--- src/rtl/prog_pkg.sv ---
// Shared definitions for the 9-bit instruction format used by Control and the image writer.
// Contents: opcode enumeration, field positions, writer FSM state type, and the
// legality and encoding helpers.
package prog_pkg;

    localparam int INSTR_W  = 9;
    localparam int OPND_MSB = 8;
    localparam int OPND_LSB = 5;
    localparam int OP_MSB   = 4;
    localparam int OP_LSB   = 1;

    typedef enum logic [3:0] {
        OP_LDI = 4'd0,
        OP_LDM = 4'd1,
        OP_STM = 4'd2,
        OP_ADD = 4'd3,
        OP_SUB = 4'd4,
        OP_XOR = 4'd5,
        OP_OR  = 4'd6,
        OP_AND = 4'd7,
        OP_JMP = 4'd8,
        OP_BEQ = 4'd9,
        OP_BLT = 4'd10,
        OP_BGT = 4'd11,
        OP_LS  = 4'd12,
        OP_RS  = 4'd13
    } opcode_e;

    typedef enum logic [2:0] {
        ST_IDLE   = 3'd0,
        ST_ACCEPT = 3'd1,
        ST_WRITE  = 3'd2,
        ST_RDBK   = 3'd3,
        ST_CHECK  = 3'd4,
        ST_DONE   = 3'd5,
        ST_ERR    = 3'd6
    } wr_state_e;

    // Opcodes 14 and 15 have no meaning to Control.
    function automatic logic is_legal(input logic [3:0] op);
        return (op <= OP_RS);
    endfunction

    // Packs operand and opcode into the instruction word; bit 0 is always zero.
    function automatic logic [INSTR_W-1:0] encode(input logic [3:0] op,
                                                  input logic [3:0] operand);
        logic [INSTR_W-1:0] w;
        w                    = {INSTR_W{1'b0}};
        w[OPND_MSB:OPND_LSB] = operand;
        w[OP_MSB:OP_LSB]     = op;
        w[0]                 = 1'b0;
        return w;
    endfunction

endpackage

--- src/rtl/instr_encode.sv ---
// Combinational instruction encoder.
// Ports: op, operand (4 bits each) in; word (9-bit instruction) and legal flag out.
module instr_encode
    import prog_pkg::*;
(
    input  logic [3:0]         op,
    input  logic [3:0]         operand,
    output logic [INSTR_W-1:0] word,
    output logic               legal
);

    assign word  = encode(op, operand);
    assign legal = is_legal(op);

endmodule

--- src/rtl/prog_image_writer.sv ---
// Program image writer: accepts (opcode, operand) records on a valid/ready stream,
// encodes each into the 9-bit instruction format and writes them to consecutive
// imem addresses starting at base_addr, optionally reading back each word.
// Ports: clk/reset (sync, active-high); start/base_addr begin an image;
// in_valid/in_ready/in_op/in_operand/in_last record stream; mem_we/mem_re/mem_addr/
// mem_wdata/mem_rdata imem port; busy/done/err_illegal/err_verify/err_full status;
// words_written count of words written since start.
module prog_image_writer
    import prog_pkg::*;
#(
    parameter int ADDR_W = 8,
    parameter int VERIFY = 1
) (
    input  logic               clk,
    input  logic               reset,
    input  logic               start,
    input  logic [ADDR_W-1:0]  base_addr,
    input  logic               in_valid,
    output logic               in_ready,
    input  logic [3:0]         in_op,
    input  logic [3:0]         in_operand,
    input  logic               in_last,
    output logic               mem_we,
    output logic [ADDR_W-1:0]  mem_addr,
    output logic [INSTR_W-1:0] mem_wdata,
    output logic               mem_re,
    input  logic [INSTR_W-1:0] mem_rdata,
    output logic               busy,
    output logic               done,
    output logic               err_illegal,
    output logic               err_verify,
    output logic               err_full,
    output logic [ADDR_W:0]    words_written
);

    localparam bit              VERIFY_EN = (VERIFY != 32'sd0);
    localparam logic [ADDR_W-1:0] LAST_ADDR = {ADDR_W{1'b1}};

    wr_state_e          state_r, state_s;
    logic [ADDR_W-1:0]  addr_r, addr_s, addr_inc_s;
    logic               full_r, full_s, at_top_s;
    logic [INSTR_W-1:0] word_r, word_s;
    logic               last_r, last_s;
    logic [INSTR_W-1:0] enc_word_s;
    logic               enc_legal_s;
    logic               hs_s;

    logic               in_ready_r, in_ready_s;
    logic               mem_we_r, mem_we_s;
    logic               mem_re_r, mem_re_s;
    logic [ADDR_W-1:0]  mem_addr_r, mem_addr_s;
    logic [INSTR_W-1:0] mem_wdata_r, mem_wdata_s;
    logic               busy_r, busy_s;
    logic               done_r, done_s;
    logic               err_illegal_r, err_illegal_s;
    logic               err_verify_r, err_verify_s;
    logic               err_full_r, err_full_s;
    logic [ADDR_W:0]    words_r, words_s;

    instr_encode u_enc (
        .op      (in_op),
        .operand (in_operand),
        .word    (enc_word_s),
        .legal   (enc_legal_s)
    );

    assign hs_s = in_valid & in_ready_r;

    // The address register saturates at the top of memory; full_r then marks that
    // the last location has been consumed so the next record overflows.
    assign at_top_s   = (addr_r == LAST_ADDR);
    assign addr_inc_s = at_top_s ? addr_r : (addr_r + {{(ADDR_W-1){1'b0}}, 1'b1});

    // State register.
    always_ff @(posedge clk) begin
        if (reset) begin
            state_r <= ST_IDLE;
        end else begin
            state_r <= state_s;
        end
    end

    // Next-state logic.
    always_comb begin
        state_s = state_r;
        case (state_r)
            ST_IDLE, ST_DONE, ST_ERR: begin
                if (start) begin
                    state_s = ST_ACCEPT;
                end else begin
                    state_s = state_r;
                end
            end
            ST_ACCEPT: begin
                if (hs_s) begin
                    if (!enc_legal_s || full_r) begin
                        state_s = ST_ERR;
                    end else if (VERIFY_EN) begin
                        state_s = ST_WRITE;
                    end else if (in_last) begin
                        state_s = ST_DONE;
                    end else begin
                        state_s = ST_ACCEPT;
                    end
                end else begin
                    state_s = ST_ACCEPT;
                end
            end
            ST_WRITE: state_s = ST_RDBK;
            ST_RDBK:  state_s = ST_CHECK;
            ST_CHECK: begin
                if (mem_rdata != word_r) begin
                    state_s = ST_ERR;
                end else if (last_r) begin
                    state_s = ST_DONE;
                end else begin
                    state_s = ST_ACCEPT;
                end
            end
            default: state_s = ST_IDLE;
        endcase
    end

    // Output and datapath next values; everything here is registered below so the
    // status outputs line up with the state they describe.
    always_comb begin
        addr_s        = addr_r;
        full_s        = full_r;
        word_s        = word_r;
        last_s        = last_r;
        mem_we_s      = 1'b0;
        mem_re_s      = 1'b0;
        mem_addr_s    = mem_addr_r;
        mem_wdata_s   = mem_wdata_r;
        err_illegal_s = err_illegal_r;
        err_verify_s  = err_verify_r;
        err_full_s    = err_full_r;
        words_s       = words_r;
        case (state_r)
            ST_IDLE, ST_DONE, ST_ERR: begin
                if (start) begin
                    addr_s        = base_addr;
                    full_s        = 1'b0;
                    err_illegal_s = 1'b0;
                    err_verify_s  = 1'b0;
                    err_full_s    = 1'b0;
                    words_s       = {(ADDR_W+1){1'b0}};
                end else begin
                    addr_s = addr_r;
                end
            end
            ST_ACCEPT: begin
                if (hs_s) begin
                    if (!enc_legal_s) begin
                        err_illegal_s = 1'b1;
                    end else if (full_r) begin
                        err_full_s = 1'b1;
                    end else begin
                        mem_we_s    = 1'b1;
                        mem_addr_s  = addr_r;
                        mem_wdata_s = enc_word_s;
                        words_s     = words_r + {{ADDR_W{1'b0}}, 1'b1};
                        word_s      = enc_word_s;
                        last_s      = in_last;
                        // Write-only mode advances immediately; verify mode waits for CHECK.
                        if (!VERIFY_EN) begin
                            addr_s = addr_inc_s;
                            full_s = at_top_s;
                        end else begin
                            addr_s = addr_r;
                        end
                    end
                end else begin
                    addr_s = addr_r;
                end
            end
            ST_WRITE: mem_re_s = 1'b1;
            ST_RDBK:  mem_re_s = 1'b0;
            ST_CHECK: begin
                if (mem_rdata != word_r) begin
                    err_verify_s = 1'b1;
                end else if (!last_r) begin
                    addr_s = addr_inc_s;
                    full_s = at_top_s;
                end else begin
                    addr_s = addr_r;
                end
            end
            default: mem_we_s = 1'b0;
        endcase
        in_ready_s = (state_s == ST_ACCEPT);
        busy_s     = (state_s == ST_ACCEPT) || (state_s == ST_WRITE) ||
                     (state_s == ST_RDBK)   || (state_s == ST_CHECK);
        done_s     = (state_s == ST_DONE);
    end

    // Output and datapath registers.
    always_ff @(posedge clk) begin
        if (reset) begin
            addr_r        <= {ADDR_W{1'b0}};
            full_r        <= 1'b0;
            word_r        <= {INSTR_W{1'b0}};
            last_r        <= 1'b0;
            in_ready_r    <= 1'b0;
            mem_we_r      <= 1'b0;
            mem_re_r      <= 1'b0;
            mem_addr_r    <= {ADDR_W{1'b0}};
            mem_wdata_r   <= {INSTR_W{1'b0}};
            busy_r        <= 1'b0;
            done_r        <= 1'b0;
            err_illegal_r <= 1'b0;
            err_verify_r  <= 1'b0;
            err_full_r    <= 1'b0;
            words_r       <= {(ADDR_W+1){1'b0}};
        end else begin
            addr_r        <= addr_s;
            full_r        <= full_s;
            word_r        <= word_s;
            last_r        <= last_s;
            in_ready_r    <= in_ready_s;
            mem_we_r      <= mem_we_s;
            mem_re_r      <= mem_re_s;
            mem_addr_r    <= mem_addr_s;
            mem_wdata_r   <= mem_wdata_s;
            busy_r        <= busy_s;
            done_r        <= done_s;
            err_illegal_r <= err_illegal_s;
            err_verify_r  <= err_verify_s;
            err_full_r    <= err_full_s;
            words_r       <= words_s;
        end
    end

    // A word whose strobe cycle coincides with reset is dropped, so the strobes are
    // qualified by reset rather than waiting for the reset edge to clear them.
    assign mem_we        = mem_we_r & ~reset;
    assign mem_re        = mem_re_r & ~reset;
    assign in_ready      = in_ready_r;
    assign mem_addr      = mem_addr_r;
    assign mem_wdata     = mem_wdata_r;
    assign busy          = busy_r;
    assign done          = done_r;
    assign err_illegal   = err_illegal_r;
    assign err_verify    = err_verify_r;
    assign err_full      = err_full_r;
    assign words_written = words_r;

endmodule

--- config.mk ---
export PLATFORM = sky130hd
export DESIGN_NAME = prog_image_writer
export DESIGN_NICKNAME = d
export VERILOG_FILES = /design/src/rtl/prog_pkg.sv /design/src/rtl/instr_encode.sv /design/src/rtl/prog_image_writer.sv
export SDC_FILE = /design/constraint.sdc
export NUM_CORES = 1
export LEC_CHECK = 0
export BUFFER_PORTS_ARGS = -buffer_cell sky130_fd_sc_hd__buf_2
export CAP_MARGIN = 20
export CELL_PAD_IN_SITES_DETAIL_PLACEMENT = 1
export CELL_PAD_IN_SITES_GLOBAL_PLACEMENT = 2
export CORE_ASPECT_RATIO = 0.8
export CORE_UTILIZATION = 32
export CTS_CLUSTER_DIAMETER = 200
export CTS_CLUSTER_SIZE = 40
export DETAILED_ROUTE_END_ITERATION = 10
export PLACE_DENSITY_LB_ADDON = 0.3
export SKIP_LAST_GASP = 1
export SYNTH_ARGS = -nofsm -noshare
export SYNTH_HDL_FRONTEND = slang
export SYNTH_SLANG_ARGS = --single-unit
--- constraint.sdc ---
create_clock -name clk -period 3.18 [get_ports clk]
set_input_delay 0 -clock clk [delete_from_list [all_inputs] [get_ports clk]]
set_output_delay 0 -clock clk [all_outputs]
set_load 0.1 [all_outputs]
Yosys cells after proc, flatten, opt, wreduce, memory -nomap -nowiden
Index checks and enable logic that the tools add are counted.
{ "classes": {"addsub": 2, "n_lt_le_gt_ge": 1, "eq_ne": 23, "muxes": 31, "bitwise": 8, "reduce_logical": 17} }
{ "op_table": {"columns": ["operator", "n"], "rows": [
  ["9-bit 2-to-1 mux", 4],
  ["8-bit 2-to-1 mux", 4],
  ["2-bit != test (second input constant)", 10],
  ["9-bit case mux with 2 select lines", 1],
  ["8-bit case mux with 2 select lines", 1],
  ["3-bit equality test (second input constant)", 5],
  ["3-bit 2-to-1 mux", 5],
  ["3-bit case mux with 5 select lines", 1],
  ["5-bit AND reduction", 3],
  ["3-bit by 2-bit equality test with 1-bit output (second input constant)", 4],
  ["4-bit AND reduction", 3],
  ["1-bit 2-to-1 mux", 11],
  ["9-bit by 1-bit adder with 9-bit output (second input constant)", 1],
  ["9-bit != test", 1],
  ["8-bit by 1-bit adder with 8-bit output (second input constant)", 1],
  ["8-bit equality test (second input constant)", 1],
  ["1-bit case mux with 2 select lines", 4],
  ["3-bit by 1-bit equality test with 1-bit output (second input constant)", 2],
  ["1-bit NOT", 5],
  ["4-bit less-or-equal comparator (second input constant)", 1],
  ["1-bit logical OR", 4],
  ["2-bit nonzero test", 2],
  ["4-bit OR reduction", 1],
  ["1-bit bitwise AND", 3],
  ["other kinds (4)", 4]
]} }
{ "totals": {"reg_bits": 46, "inputBits": 30, "out_inout_bits": 34, "elab_cells": 97} }

Logic depth before layout (Yosys ltp)
Gate-level depths: netlist of the first run.
{ "logic_depth": {"depth_word": 10, "ltp_mapped": 8, "ltp_nobuf": 7} }

Modules after synthesis
A second synthesis of the first run with hierarchy kept.
{ "unflattened": {"hier_cells": 305, "hier_area_um2": 2456.1} }
{ "by_module_without_submodules": {"columns": ["module", "instances", "cells_each", "area_each_um2"], "rows": [
  ["prog_image_writer", 1, 294, 2379.8],
  ["instr_encode", 1, 11, 76.3]
]} }

Worst setup path after synthesis of the first run
No wires, ideal clock.
{ "synth_path": {"kind": "register -> register", "from": "register, netlist name mem_wdata[4]", "to": "register addr_r[4]", "setup_time_ns": 0.095, "t_arrival_ns": 2.431, "t_required_ns": 3.085, "slack_ns": 0.654, "path_stages_with_launch": 7, "n_path_buf": 0, "cell_sequence": "dfxtp_1 > xor2_1 > nor4_4 > nand3_2 > o21a_4 > or4_1 > o311ai_1"} }
{ "synth_lines": {"columns": ["item", "line", "text"], "rows": [
  ["end signal: assignment", "prog_image_writer.sv:200", "addr_r <= {ADDR_W{1'b0}};"],
  ["end signal: assignment", "prog_image_writer.sv:216", "addr_r <= addr_s;"],
  ["end: declaration", "prog_image_writer.sv:40", "logic [ADDR_W-1:0] addr_r, addr_s, addr_inc_s;"]
]} }

Worst setup path after layout of the first run
{ "layout_path": {"from": "register state_r[2]", "to": "register words_r[0], in the netlist words_written[0]"} }
{ "layout_via": {"elab_chain_cells": 4, "word_cells_on_any_way": 12, "cone_classes": "7 x eq/ne; 1 x mux; 4 x reduce/logical"} }
{ "layout_rtl": {"columns": ["item", "line", "text"], "rows": [
  ["start: declaration", "prog_image_writer.sv:39", "wr_state_e state_r, state_s;"],
  ["start signal: assignment", "prog_image_writer.sv:79", "state_r <= state_s;"],
  ["3-bit equality test / 3-bit logical NOT (equally long branches)", "prog_image_writer.sv:139", "case (state_r)"],
  ["3-bit OR reduction", "prog_image_writer.sv:139", null],
  ["2-bit != test (no source line) / 2-bit nonzero test (equally long branches)", null, null],
  ["5-bit AND reduction (no source line)", null, null],
  ["end signal: assignment", "prog_image_writer.sv:214", "words_r <= {(ADDR_W+1){1'b0}};"],
  ["end signal: assignment", "prog_image_writer.sv:230", "words_r <= words_s;"],
  ["end: declaration", "prog_image_writer.sv:58", "logic [ADDR_W:0] words_r, words_s;"]
]} }
Several ways; a longest one is shown, not always the timed one.
A chain may end at the register's enable or synchronous reset.

==> results of run 1 <==
stage by stage:
step | instances | utilization, % | total power, mW | hold WS [ps] | cell area (um2)
after floorplan | 266 | - | 0.945 | 144 | 2260
after CTS | 420 | 41.0 | 1.40 | 16.9 | 2810
after global placement | 402 | 38.2 | 1.03 | 230 | 2620
after detailed placement | 402 | 38.2 | 1.03 | 246 | 2620
final | 420 | 41.0 | 1.38 | 17.1 | 2810
after global routing | 420 | 41.0 | 1.46 | 43.4 | 2810
layout make-up:
class                           instances  share of cell area [%]
Clock buffer                            6                    2.58
Clock inverter                          2                   0.490
Inverter                                6                   0.802
Multi-Input combinational cell        200                    44.6
Sequential cell                        46                    32.8
Tap cell                               87                    3.88
Timing Repair Buffer                   73                    14.9
per-layer routing:
metal | global-route usage (%) | wire length (um) | vias to the layer above
met1 | 27.7 | 3270 | 980
li1 | - | - | 1070
met2 | 24.0 | 2460 | 51
met5 | 0 | 0 | -
met3 | 4.46 | 346 | 4
met4 | 4.48 | 52 | 0
worst reg2reg max path: stages, from the launching register on:
cell,delay [ps]
sky130_fd_sc_hd__dfxtp_1,470
sky130_fd_sc_hd__nand3b_1,310
sky130_fd_sc_hd__o311ai_0,340
sky130_fd_sc_hd__and3_1,260
sky130_fd_sc_hd__nand2_2,350
sky130_fd_sc_hd__mux2_2,410
sky130_fd_sc_hd__nor2_1,70
power by group through the flow:
stage	Sequential [mW]	Clock, mW	Combinational, mW
6_report	0.657	0.360	0.367
5_1_grt	0.664	0.400	0.395
4_1_cts	0.657	0.375	0.369
3_5_place_dp	0.670	0	0.358
3_3_place_gp	0.669	0	0.357
2_1_floorplan	0.772	0	0.173
registers in the layout (all words and copies together), names as in the netlist:
name           count
busy               1
last_r             1
in_ready           1
err_verify         1
mem_we_r           1
mem_addr           8
full_r             1
mem_wdata          8
addr_r             8
err_illegal        1
err_full           1
state_r            3
words_written      9
done               1
mem_re_r           1
cells in the mapped netlist (4+ instances only):
cell and instances:
sky130_fd_sc_hd__dfxtp_1 46, sky130_fd_sc_hd__nor3_1 10, sky130_fd_sc_hd__o21ai_0 6, sky130_fd_sc_hd__nand2_1 15, sky130_fd_sc_hd__xor2_1 16, sky130_fd_sc_hd__mux2i_1 18
sky130_fd_sc_hd__nor2_1 45, sky130_fd_sc_hd__inv_1 6, sky130_fd_sc_hd__and3_1 4, sky130_fd_sc_hd__nand2b_1 5, sky130_fd_sc_hd__clkbuf_1 7, sky130_fd_sc_hd__nor2b_1 6
sky130_fd_sc_hd__nand4_1 6, sky130_fd_sc_hd__buf_2 5, sky130_fd_sc_hd__a21oi_1 16, sky130_fd_sc_hd__nand3_1 9
kinds of logic after synthesis:
kind of cell / after synthesis
XOR/XNOR: 17
buffers and inverters: 20
other: 1
AO/OA/AOI/OAI: 45
adder cells (fa/ha/maj): 2
AND/OR/NAND/NOR: 116
flip-flops: 46
multiplexers: 19
path summary, 6_finish.rpt:
check                      to  slack [ps]  cells after the start
max reg2reg  words_written[0]         910                      6
min reg2reg       err_illegal         470                      2
min                 addr_r[0]          20                      4
max          words_written[0]         910                      6
what timing repair did:
| action | in CTS | in global routing |
|---|---|---|
| hold endpoints to repair | 10 | 0 |
| endpoints found under the setup margin | 0 | 0 |
| resized for setup | 0 | 0 |
| hold buffers | 10 | 0 |
==> metrics.txt, run 1 <==
# TYPE chip_impl_metric gauge
chip_impl_info{name="run_status",value="completed"} 1
chip_impl_metric{name="power-per-cell-area",unit="mW/mm2"} 493
chip_impl_metric{name="postSynth.asyncResetShare",unit="%"} 0
chip_impl_metric{name="cts_made_buffers",unit=""} 5
chip_impl_metric{name="achievable-frequency",unit="GHz"} 0.440
chip_impl_metric{name="clkLatencyLatePin",unit="ps"} 300
chip_impl_metric{name="vias",unit=""} 2105
chip_impl_metric{name="cts_buffer_depth",unit=""} 2
chip_impl_info{name="tritoncts_clock_tree",value="yes"} 1
chip_impl_metric{name="gpl.final_weighted_congestion",unit=""} 0.833
chip_impl_info{name="layout_common_cells",value="sky130_fd_sc_hd__buf_2, sky130_fd_sc_hd__dfxtp_1, sky130_fd_sc_hd__nor2_1, sky130_fd_sc_hd__mux2i_1"} 1
chip_impl_info{name="crit_slowest_cell",value="sky130_fd_sc_hd__dfxtp_1"} 1
chip_impl_metric{name="timing.critical_path.slowest_cell_delay",unit="ps"} 470
chip_impl_metric{name="critPathBufInv",unit=""} 0
chip_impl_metric{name="p_sw_share",unit="%"} 36.7
chip_impl_metric{name="rows",unit=""} 27
chip_impl_metric{name="final-hold-violation-count",unit=""} 0
chip_impl_metric{name="syn_avg_cell_area",unit="um2"} 8.50
chip_impl_info{name="clock_tree.root_cell",value="sky130_fd_sc_hd__clkbuf_8"} 1
chip_impl_metric{name="floorplan.initialDensity",unit="%"} 33.0
chip_impl_metric{name="layout.nets",unit=""} 364
chip_impl_metric{name="report.final.setup_viol",unit=""} 0
chip_impl_metric{name="multi_input_comb_area",unit="mm2"} 0.00125
chip_impl_metric{name="design.die.area",unit="mm2"} 0.00741
chip_impl_metric{name="number_of_register_bits_inferred_by_synthesis",unit=""} 46
chip_impl_metric{name="synthesis.area",unit="mm2"} 0.00226
chip_impl_metric{name="min_period_over_period",unit="%"} 71.5
chip_impl_metric{name="synth_simple_gate_area_share",unit="%"} 25.8
chip_impl_metric{name="leakage",unit="nW"} 1.31
chip_impl_metric{name="number_of_enable_type_register_cells_in_the_synthesized_netlist",unit=""} 0
chip_impl_metric{name="boundaryPins",unit=""} 64
chip_impl_metric{name="tightest_slew",unit="ps"} 786
chip_impl_metric{name="worst_slew_margin_rel",unit="%"} 47.6
chip_impl_metric{name="finClkSkew",unit="ps"} 10.5
chip_impl_info{name="worst_hold_startpoint",value="base_addr[0]"} 1
chip_impl_metric{name="synthesis.nets",unit=""} 298
chip_impl_info{name="postSynth.topFlopCell",value="sky130_fd_sc_hd__dfxtp_1"} 1
chip_impl_metric{name="internal_power",unit="mW"} 0.875
chip_impl_metric{name="cts.sinks",unit=""} 46
chip_impl_metric{name="crit_path_dat",unit="ps"} 2510
chip_impl_metric{name="power.share.clock",unit="%"} 26.0
chip_impl_metric{name="port-buffer-count",unit=""} 62
chip_impl_info{name="hold_class",value="in2reg"} 1
chip_impl_metric{name="layout_setup_ws",unit="ps"} 907
chip_impl_metric{name="route.detailed.wl_per_inst",unit="um"} 14.6
chip_impl_metric{name="synth.distinct_cells",unit=""} 50
chip_impl_info{name="cells_along_the_critical_path",value="nand3b_1, o311ai_0, and3_1, nand2_2, mux2_2, nor2_1"} 1
chip_impl_metric{name="drt-total-wl",unit="mm"} 6.14
chip_impl_info{name="final_common_cell",value="sky130_fd_sc_hd__buf_2"} 1
chip_impl_metric{name="synth-seq-area-share",unit="%"} 40.7
chip_impl_metric{name="grt_max_degree",unit=""} 45
chip_impl_info{name="crit_type",value="reg2reg"} 1
chip_impl_metric{name="ys_warn_count",unit=""} 0
chip_impl_metric{name="cts.repair_timing.setup_buffer_count",unit=""} 0
chip_impl_metric{name="path_clk_slew",unit="ps"} 90
chip_impl_metric{name="antenna_violations_before_repair",unit=""} 0
chip_impl_info{name="synth_top_family_by_area",value="simple AND/OR/NAND/NOR gates"} 1
chip_impl_metric{name="worstPathMaxFanout",unit=""} 19
chip_impl_metric{name="min_period",unit="ps"} 2270
chip_impl_metric{name="timing.critical_path.required",unit="ps"} 3410
chip_impl_info{name="timing.rr.start",value="state_r[2]"} 1
chip_impl_metric{name="overflow",unit=""} 0
chip_impl_info{name="setup.worst_path.end_class",value="register"} 1
chip_impl_metric{name="die-height",unit="um"} 77.2
chip_impl_metric{name="route.detailed.drc",unit=""} 0
chip_impl_metric{name="synth-adder-area-share",unit="%"} 1.11
chip_impl_info{name="synth_top_area_cell",value="sky130_fd_sc_hd__dfxtp_1"} 1
chip_impl_metric{name="final-seq-area",unit="um2"} 921
chip_impl_metric{name="vdd_ir_drop_max",unit="mV"} 0.228
chip_impl_metric{name="p_seq_share",unit="%"} 47.5
chip_impl_metric{name="yosys.area_share.xor_xnor",unit="%"} 6.58
chip_impl_metric{name="antenna-diode-count",unit=""} 0
chip_impl_metric{name="fillers",unit=""} 820
chip_impl_metric{name="area_delta_synth_final",unit="%"} 24.2
chip_impl_metric{name="ant_nets",unit=""} 0
chip_impl_metric{name="comb_power_share",unit="%"} 26.5
chip_impl_metric{name="netlist.area_leader.share",unit="%"} 40.7
chip_impl_metric{name="netlist_instances",unit=""} 266
chip_impl_metric{name="post-dp-hpwl",unit="mm"} 4.41
chip_impl_metric{name="vias_per_cell",unit=""} 5.01
chip_impl_metric{name="slew_violations",unit=""} 0
chip_impl_metric{name="ctsHtreeMaxLevel",unit=""} 2
chip_impl_info{name="unrepaired_setup_endpoints_after_global_routing",value="false"} 1
chip_impl_metric{name="dpl_worst_slack",unit="ps"} 940
chip_impl_info{name="synth_top_cells_by_area",value="sky130_fd_sc_hd__dfxtp_1, sky130_fd_sc_hd__mux2i_1, sky130_fd_sc_hd__nor2_1"} 1
chip_impl_metric{name="compound_cell_area_share_of_the_yosys_netlist",unit="%"} 13.3
chip_impl_metric{name="coreArea",unit="mm2"} 0.00686
chip_impl_metric{name="layout-drive-gt1-share",unit="%"} 23.4
chip_impl_info{name="critical_path.startpoint_type",value="register"} 1
chip_impl_metric{name="finalSetupTns",unit="ps"} 0
chip_impl_metric{name="drv_cap",unit=""} 0
chip_impl_metric{name="grtUsageTotal",unit="%"} 17.9
chip_impl_metric{name="via_count_of_the_first_global_routing_pass",unit=""} 1969
chip_impl_info{name="cp-startpoint",value="state_r[2]"} 1
chip_impl_metric{name="detail_route.iter0.violations",unit=""} 80
chip_impl_metric{name="power.switching",unit="mW"} 0.508
chip_impl_metric{name="die_width",unit="um"} 96.0
chip_impl_metric{name="share_of_cell_area_taken_by_muxes_after_synthesis",unit="%"} 8.46
chip_impl_info{name="cp_top_family",value="simple AND/OR/NAND/NOR gates"} 1
chip_impl_metric{name="global_route_wire_length_before_repair",unit="mm"} 10.2
chip_impl_metric{name="drt_pass1_iterations",unit=""} 4
Power figures use the tool's default switching activity.
==> run 2, diff against run 1 <==
--- a/config.mk
+++ b/config.mk
@@ -10,7 +10,7 @@
 export CELL_PAD_IN_SITES_DETAIL_PLACEMENT = 1
 export CELL_PAD_IN_SITES_GLOBAL_PLACEMENT = 2
 export CORE_ASPECT_RATIO = 0.8
-export CORE_UTILIZATION = 32
+export CORE_UTILIZATION = 27
 export CTS_CLUSTER_DIAMETER = 200
 export CTS_CLUSTER_SIZE = 40
 export DETAILED_ROUTE_END_ITERATION = 10
==> constraint.sdc (replaced) <==
create_clock -name clk -period 1.85 [get_ports clk]
set_input_delay 0 -clock clk [delete_from_list [all_inputs] [get_ports clk]]
set_output_delay 0 -clock clk [all_outputs]
set_load 0.1 [all_outputs]
==> metrics.txt, run 2 (synthesis gave the netlist of run 1 again) <==
# TYPE chip_impl_metric gauge
chip_impl_info{name="run_status",value="completed"} 1
chip_impl_metric{name="critPathBufInv",unit=""} 0
chip_impl_metric{name="timing.critical_path.required",unit="ps"} 2060
chip_impl_metric{name="crit_path_dat",unit="ps"} 2050
chip_impl_metric{name="clkLatencyLatePin",unit="ps"} 300
chip_impl_metric{name="route.detailed.drc",unit=""} 0
chip_impl_metric{name="worstPathMaxFanout",unit=""} 5
chip_impl_info{name="tritoncts_clock_tree",value="yes"} 1
chip_impl_metric{name="detail_route.iter0.violations",unit=""} 71
chip_impl_info{name="final_common_cell",value="sky130_fd_sc_hd__buf_2"} 1
chip_impl_metric{name="drt-total-wl",unit="mm"} 7.09
chip_impl_metric{name="max_reg_flops",unit=""} 9
chip_impl_metric{name="path_clk_slew",unit="ps"} 100
chip_impl_metric{name="die-height",unit="um"} 83.9
chip_impl_info{name="clock_tree.root_cell",value="sky130_fd_sc_hd__clkbuf_8"} 1
chip_impl_metric{name="die_width",unit="um"} 104
chip_impl_metric{name="vdd_ir_drop_max",unit="mV"} 0.417
chip_impl_metric{name="report.final.setup_viol",unit=""} 0
chip_impl_metric{name="tightest_slew",unit="ps"} 640
chip_impl_metric{name="power-per-cell-area",unit="mW/mm2"} 844
chip_impl_metric{name="post_route_non_filler_standard_cell_count",unit=""} 472
chip_impl_metric{name="cts_made_buffers",unit=""} 5
chip_impl_metric{name="gpl.final_weighted_congestion",unit=""} 0.830
chip_impl_metric{name="final-hold-violation-count",unit=""} 0
chip_impl_metric{name="antenna_violations_before_repair",unit=""} 0
chip_impl_metric{name="port-buffer-count",unit=""} 62
chip_impl_metric{name="vias_per_cell",unit=""} 4.82
chip_impl_metric{name="grtUsageTotal",unit="%"} 17.0
chip_impl_metric{name="floorplan.initialDensity",unit="%"} 28.2
chip_impl_metric{name="area_delta_synth_final",unit="%"} 43.8
chip_impl_metric{name="min_period",unit="ps"} 1850
chip_impl_metric{name="drt_pass1_iterations",unit=""} 4
chip_impl_metric{name="fin_hold_ws",unit="ps"} 43.2
chip_impl_metric{name="total_power_of_the_final_layout",unit="mW"} 2.74
chip_impl_info{name="critical_path.startpoint_type",value="register"} 1
chip_impl_metric{name="slew_violations",unit=""} 0
chip_impl_metric{name="via_count_of_the_first_global_routing_pass",unit=""} 2361
chip_impl_metric{name="post-dp-hpwl",unit="mm"} 5.26
chip_impl_info{name="crit_slowest_cell",value="sky130_fd_sc_hd__or4_4"} 1
chip_impl_metric{name="rows",unit=""} 29
chip_impl_info{name="hold_class",value="in2reg"} 1
chip_impl_metric{name="post-route-util",unit="%"} 40.6
chip_impl_metric{name="vias",unit=""} 2276
chip_impl_metric{name="timing.critical_path.slowest_cell_delay",unit="ps"} 420
chip_impl_metric{name="cts_buffer_depth",unit=""} 2
chip_impl_metric{name="boundaryPins",unit=""} 64
chip_impl_metric{name="design.die.area",unit="mm2"} 0.00875
chip_impl_metric{name="ant_nets",unit=""} 0
chip_impl_metric{name="route.detailed.wl_per_inst",unit="um"} 15.0
chip_impl_metric{name="drv_cap",unit=""} 0
chip_impl_metric{name="layout-drive-gt1-share",unit="%"} 37.6
chip_impl_metric{name="global_route_wire_length_before_repair",unit="mm"} 11.8
chip_impl_info{name="layout_common_cells",value="sky130_fd_sc_hd__buf_2, sky130_fd_sc_hd__nor2_1, sky130_fd_sc_hd__dfxtp_1, sky130_fd_sc_hd__buf_4, sky130_fd_sc_hd__mux2i_1"} 1
chip_impl_metric{name="finClkSkew",unit="ps"} 8.39
chip_impl_metric{name="layout.nets",unit=""} 395
chip_impl_metric{name="ctsHtreeMaxLevel",unit=""} 2
chip_impl_metric{name="min_period_over_period",unit="%"} 99.7
chip_impl_metric{name="leakage",unit="nW"} 1.51
chip_impl_metric{name="coreArea",unit="mm2"} 0.00802
chip_impl_metric{name="antenna-diode-count",unit=""} 0
chip_impl_info{name="cp_top_family",value="simple AND/OR/NAND/NOR gates"} 1
chip_impl_info{name="unrepaired_setup_endpoints_after_global_routing",value="true"} 1
chip_impl_info{name="setup.worst_path.end_class",value="register"} 1
chip_impl_metric{name="achievable-frequency",unit="GHz"} 0.542
chip_impl_metric{name="worst_slew_margin_rel",unit="%"} 57.3
chip_impl_info{name="crit_type",value="reg2reg"} 1
chip_impl_info{name="cells_along_the_critical_path",value="xor2_2, nor4_4, nand3_2, o21a_4, or4_4, o311ai_2"} 1
chip_impl_metric{name="cts.sinks",unit=""} 46
chip_impl_metric{name="numPlacedInstances",unit=""} 453
chip_impl_metric{name="overflow",unit=""} 0
chip_impl_metric{name="grt_max_degree",unit=""} 32
chip_impl_metric{name="finalSetupTns",unit="ps"} 0
[run 2: cell count changes in the layout (fill, tap and decap cells not counted), sizes merged]
| cell | delta |
|---|---|
| clkinv | -1 |
| buf | +31 |
| bufinv | +1 |
[run 2: power by group]
group	internal [mW]	switching (mW)	total [mW]	leakage, nW
Clock	0.488	0.369	0.857	0.0665
Combinational	0.269	0.517	0.786	1.06
Sequential	1.05	0.0541	1.10	0.383
Total	1.80	0.940	2.74	1.51
[run 2: worst min-delay path, delay by kind of cell]
| family | cells | cell delay, ps |
|---|---|---|
| simple gates | 1 | 60 |
| compound gates | 2 | 180 |
| buf+inv | 1 | 80 |
[run 2: layout make-up]
class / instances / area, um2
fillers: 959 / 4770
repair buffers: 104 / 654
multi-input cells: 200 / 1350
clock buffers: 6 / 93.8
well taps: 108 / 135
flip-flops and latches: 46 / 957
clock inverters: 2 / 38.8
inverters: 6 / 22.5
[run 2: metrics by stage]
step                setup WS (ps)  instance area (um2)
finish                       4.63                 3250
global placement            -14.7                 2930
CTS                         -17.5                 3160
floorplan                   -91.6                 2320
detailed placement          -45.8                 2930
global route                 -111                 3250
[run 2: path summary, 6_finish.rpt]
| path | cells after the start | end | slack [ps] | startpoint |
|---|---|---|---|---|
| worst max-delay path | 6 | addr_r[4] | 5 | mem_wdata[7] |
| worst min-delay path | 4 | addr_r[0] | 40 | base_addr[0] |
| worst max register to register | 6 | addr_r[4] | 5 | mem_wdata[7] |
| worst min register to register | 2 | err_full | 480 | err_full |
[run 2: routing by layer]
layer	global-route usage, %	part of all wire [%]
met1	24.1	53
met2	26.0	43
met3	3.67	3.8
met4	3.90	0.65
met5	0	0
[run 2: what timing repair did]
item	4_1_cts	5_1_grt
setup buffers	0	1
resized for setup	1	17
setup endpoints to repair	6	37
hold endpoints to repair	10	0
hold buffers	10	0
pin swaps	1	6
==> run 3, diff against run 2 <==
--- a/config.mk
+++ b/config.mk
@@ -18,4 +18,5 @@
 export SKIP_LAST_GASP = 1
 export SYNTH_ARGS = -nofsm -noshare
 export SYNTH_HDL_FRONTEND = slang
+export SYNTH_HIERARCHICAL = 1
 export SYNTH_SLANG_ARGS = --single-unit
==> metrics.txt, run 3 <==
# TYPE chip_impl_metric gauge
chip_impl_info{name="hold_class",value="in2reg"} 1
chip_impl_info{name="ys_top_cells_by_count",value="sky130_fd_sc_hd__nand2_1, sky130_fd_sc_hd__dfxtp_1, sky130_fd_sc_hd__a21oi_1, sky130_fd_sc_hd__nor2_1"} 1
chip_impl_metric{name="netlist_instances",unit=""} 305
chip_impl_metric{name="power.switching",unit="mW"} 0.764
chip_impl_metric{name="vias",unit=""} 2555
chip_impl_metric{name="via_count_of_the_first_global_routing_pass",unit=""} 2520
chip_impl_info{name="critical_path.startpoint_type",value="register"} 1
chip_impl_metric{name="report.final.setup_viol",unit=""} 0
chip_impl_metric{name="synth-seq-area-share",unit="%"} 38.3
chip_impl_metric{name="route.detailed.drc",unit=""} 0
chip_impl_metric{name="boundaryPins",unit=""} 64
chip_impl_metric{name="ys_warn_count",unit=""} 6
chip_impl_metric{name="fillers",unit=""} 1057
chip_impl_metric{name="ctsHtreeMaxLevel",unit=""} 2
chip_impl_metric{name="gpl.final_weighted_congestion",unit=""} 0.832
chip_impl_metric{name="min_period_over_period",unit="%"} 96.8
chip_impl_metric{name="vias_per_cell",unit=""} 5.02
chip_impl_metric{name="dpl_worst_slack",unit="ps"} -98.9
chip_impl_metric{name="fin_hold_ws",unit="ps"} 63.2
chip_impl_metric{name="place_area",unit="mm2"} 0.00305
chip_impl_metric{name="ant_nets",unit=""} 0
chip_impl_metric{name="p_sw_share",unit="%"} 28.9
chip_impl_metric{name="final-hold-violation-count",unit=""} 0
chip_impl_info{name="clock_tree.root_cell",value="sky130_fd_sc_hd__clkbuf_16"} 1
chip_impl_info{name="crit_type",value="reg2reg"} 1
chip_impl_metric{name="path_clk_slew",unit="ps"} 60
chip_impl_metric{name="layout_setup_ws",unit="ps"} 59.2
chip_impl_metric{name="grt_max_degree",unit=""} 21
chip_impl_metric{name="min_period",unit="ps"} 1790
chip_impl_metric{name="layout.nets",unit=""} 428
chip_impl_metric{name="antenna-diode-count",unit=""} 0
chip_impl_info{name="postSynth.topFlopCell",value="sky130_fd_sc_hd__dfxtp_1"} 1
chip_impl_metric{name="achievable-frequency",unit="GHz"} 0.558
chip_impl_metric{name="grtUsageTotal",unit="%"} 17.7
chip_impl_metric{name="cts_buffer_depth",unit=""} 2
chip_impl_metric{name="synthesis.nets",unit=""} 337
chip_impl_info{name="unrepaired_setup_endpoints_after_global_routing",value="true"} 1
chip_impl_info{name="final_common_cell",value="sky130_fd_sc_hd__buf_2"} 1
chip_impl_metric{name="rows",unit=""} 30
chip_impl_metric{name="global_route_wire_length_before_repair",unit="mm"} 13.1
chip_impl_metric{name="total_power_of_the_final_layout",unit="mW"} 2.64
chip_impl_info{name="layout_common_cells",value="sky130_fd_sc_hd__buf_2, sky130_fd_sc_hd__nand2_1, sky130_fd_sc_hd__a21oi_1, sky130_fd_sc_hd__buf_4, sky130_fd_sc_hd__dfxtp_1"} 1
chip_impl_metric{name="drt-total-wl",unit="mm"} 8.00
chip_impl_metric{name="design.die.area",unit="mm2"} 0.00948
chip_impl_metric{name="layout-drive-gt1-share",unit="%"} 36.3
chip_impl_metric{name="floorplan.initialDensity",unit="%"} 28.4
chip_impl_metric{name="drv_cap",unit=""} 0
chip_impl_metric{name="overflow",unit=""} 0
chip_impl_metric{name="vdd_ir_drop_max",unit="mV"} 0.422
chip_impl_metric{name="post-route-util",unit="%"} 39.5
chip_impl_metric{name="cts.sinks",unit=""} 47
chip_impl_metric{name="antenna_violations_before_repair",unit=""} 0
chip_impl_metric{name="route.detailed.wl_per_inst",unit="um"} 15.7
chip_impl_metric{name="netlist.area_leader.share",unit="%"} 38.3
chip_impl_metric{name="die_width",unit="um"} 109
chip_impl_metric{name="post-dp-hpwl",unit="mm"} 5.65
chip_impl_metric{name="synthesis.area",unit="mm2"} 0.00246
chip_impl_metric{name="clkLatencyLatePin",unit="ps"} 290
chip_impl_metric{name="power.share.clock",unit="%"} 39.5
chip_impl_metric{name="finish.instance_area",unit="mm2"} 0.00341
chip_impl_info{name="tritoncts_clock_tree",value="yes"} 1
chip_impl_info{name="run_status",value="completed"} 1
chip_impl_metric{name="detail_route.iter0.violations",unit=""} 102
chip_impl_metric{name="coreArea",unit="mm2"} 0.00863
chip_impl_info{name="synth_top_cells_by_area",value="sky130_fd_sc_hd__dfxtp_1, sky130_fd_sc_hd__nand2_1, sky130_fd_sc_hd__a21oi_1"} 1
chip_impl_info{name="setup.worst_path.end_class",value="register"} 1
chip_impl_metric{name="port-buffer-count",unit=""} 63
chip_impl_metric{name="finalSetupTns",unit="ps"} 0
chip_impl_metric{name="syn_avg_cell_area",unit="um2"} 8.05
chip_impl_metric{name="leakage",unit="nW"} 1.43
chip_impl_metric{name="number_of_enable_type_register_cells_in_the_synthesized_netlist",unit=""} 0
chip_impl_metric{name="die-height",unit="um"} 87.3
chip_impl_metric{name="finClkSkew",unit="ps"} 8.43
chip_impl_info{name="yosys.cell_count.top_type",value="sky130_fd_sc_hd__nand2_1"} 1
chip_impl_metric{name="number_of_register_bits_inferred_by_synthesis",unit=""} 47
chip_impl_metric{name="area_delta_synth_final",unit="%"} 38.7
chip_impl_metric{name="comb_power_share",unit="%"} 19.6
chip_impl_metric{name="timing.critical_path.required",unit="ps"} 2080
chip_impl_metric{name="postSynth.asyncResetShare",unit="%"} 0
chip_impl_metric{name="r2r_slack",unit="ps"} 60
chip_impl_metric{name="numPlacedInstances",unit=""} 486
chip_impl_metric{name="post_route_non_filler_standard_cell_count",unit=""} 509
chip_impl_info{name="synth_top_area_cell",value="sky130_fd_sc_hd__dfxtp_1"} 1
chip_impl_metric{name="power-per-cell-area",unit="mW/mm2"} 775
chip_impl_metric{name="cts_made_buffers",unit=""} 5
chip_impl_metric{name="worstPathMaxFanout",unit=""} 9
chip_impl_metric{name="slew_violations",unit=""} 0
chip_impl_metric{name="internal_power",unit="mW"} 1.88
chip_impl_metric{name="p_seq_share",unit="%"} 41.0
chip_impl_metric{name="crit_path_dat",unit="ps"} 2020
chip_impl_metric{name="drt_pass1_iterations",unit=""} 4
chip_impl_metric{name="synth.distinct_cells",unit=""} 53
## run 3: cell count changes in the layout (fill, tap and decap cells not counted), sizes merged, moves of 4 or more
cell,before,now
o311ai,4,0
nor3,11,6
a21oi,16,38
xor2,16,9
nor2,45,13
mux2i,18,1
nand2,16,60
## run 3: cell families after synthesis
group | after synthesis | share of synthesized area [%]
compound gates | 79 | 21.7
xor+xnor | 11 | 3.92
fa+ha+maj | 2 | 1.02
buf+inv | 30 | 6.62
flops | 47 | 38.3
mux | 1 | 0.408
other cells | 1 | 0.153
simple gates | 134 | 27.9
## run 3: area by class of cell
class	count	area [um2]	share of cell area, %
Multi-Input combinational cell	228	1400	41.2
Sequential cell	47	992	29.1
Timing Repair Buffer	107	683	20.1
Tap cell	112	140	4.11
Clock buffer	7	133	3.89
Clock inverter	1	30.0	0.881
Inverter	7	26.3	0.771
## run 3: worst paths after layout
kind | endpoint | start | depth (start not counted)
worst max-delay path | addr_r[0] | state_r[0] | 6
worst max register to register | addr_r[0] | state_r[0] | 6
worst min-delay path | state_r[0] | reset | 2
worst min register to register | err_illegal | err_illegal | 2
## run 3: power groups by stage
| stage | Clock, mW | Combinational, mW | Sequential [mW] |
|---|---|---|---|
| after floorplan | 0 | 0.227 | 1.20 |
| after global placement | 0 | 0.470 | 1.10 |
| after detailed placement | 0 | 0.475 | 1.10 |
| after CTS | 1.07 | 0.492 | 1.08 |
| after global routing | 1.12 | 0.562 | 1.09 |
| final | 1.04 | 0.518 | 1.08 |
## run 3: what timing repair did
item                                   CTS  global route
endpoints found under the hold margin   10             0
hold buffers                            10             0
setup endpoints to repair                9            39
pin swaps                                0             3
setup buffers                            0             5
gates resized for setup                  2            13
gates cloned                             0             0
## run 3: metal layers
metal,track usage [%],vias up,wire length [um]
li1,-,1261,-
met1,26.2,1235,4130
met2,26.4,57,3450
met3,3.66,2,377
met4,3.32,0,33
met5,0,-,0
## run 3: critical path, stage by stage, from the launching register on
cell                       delay [ps]
sky130_fd_sc_hd__dfxtp_4          380
sky130_fd_sc_hd__buf_4            170
sky130_fd_sc_hd__nor3b_2          290
sky130_fd_sc_hd__nand2_1           90
sky130_fd_sc_hd__o2111a_1         280
sky130_fd_sc_hd__nor2_1           290
sky130_fd_sc_hd__o221a_2          250
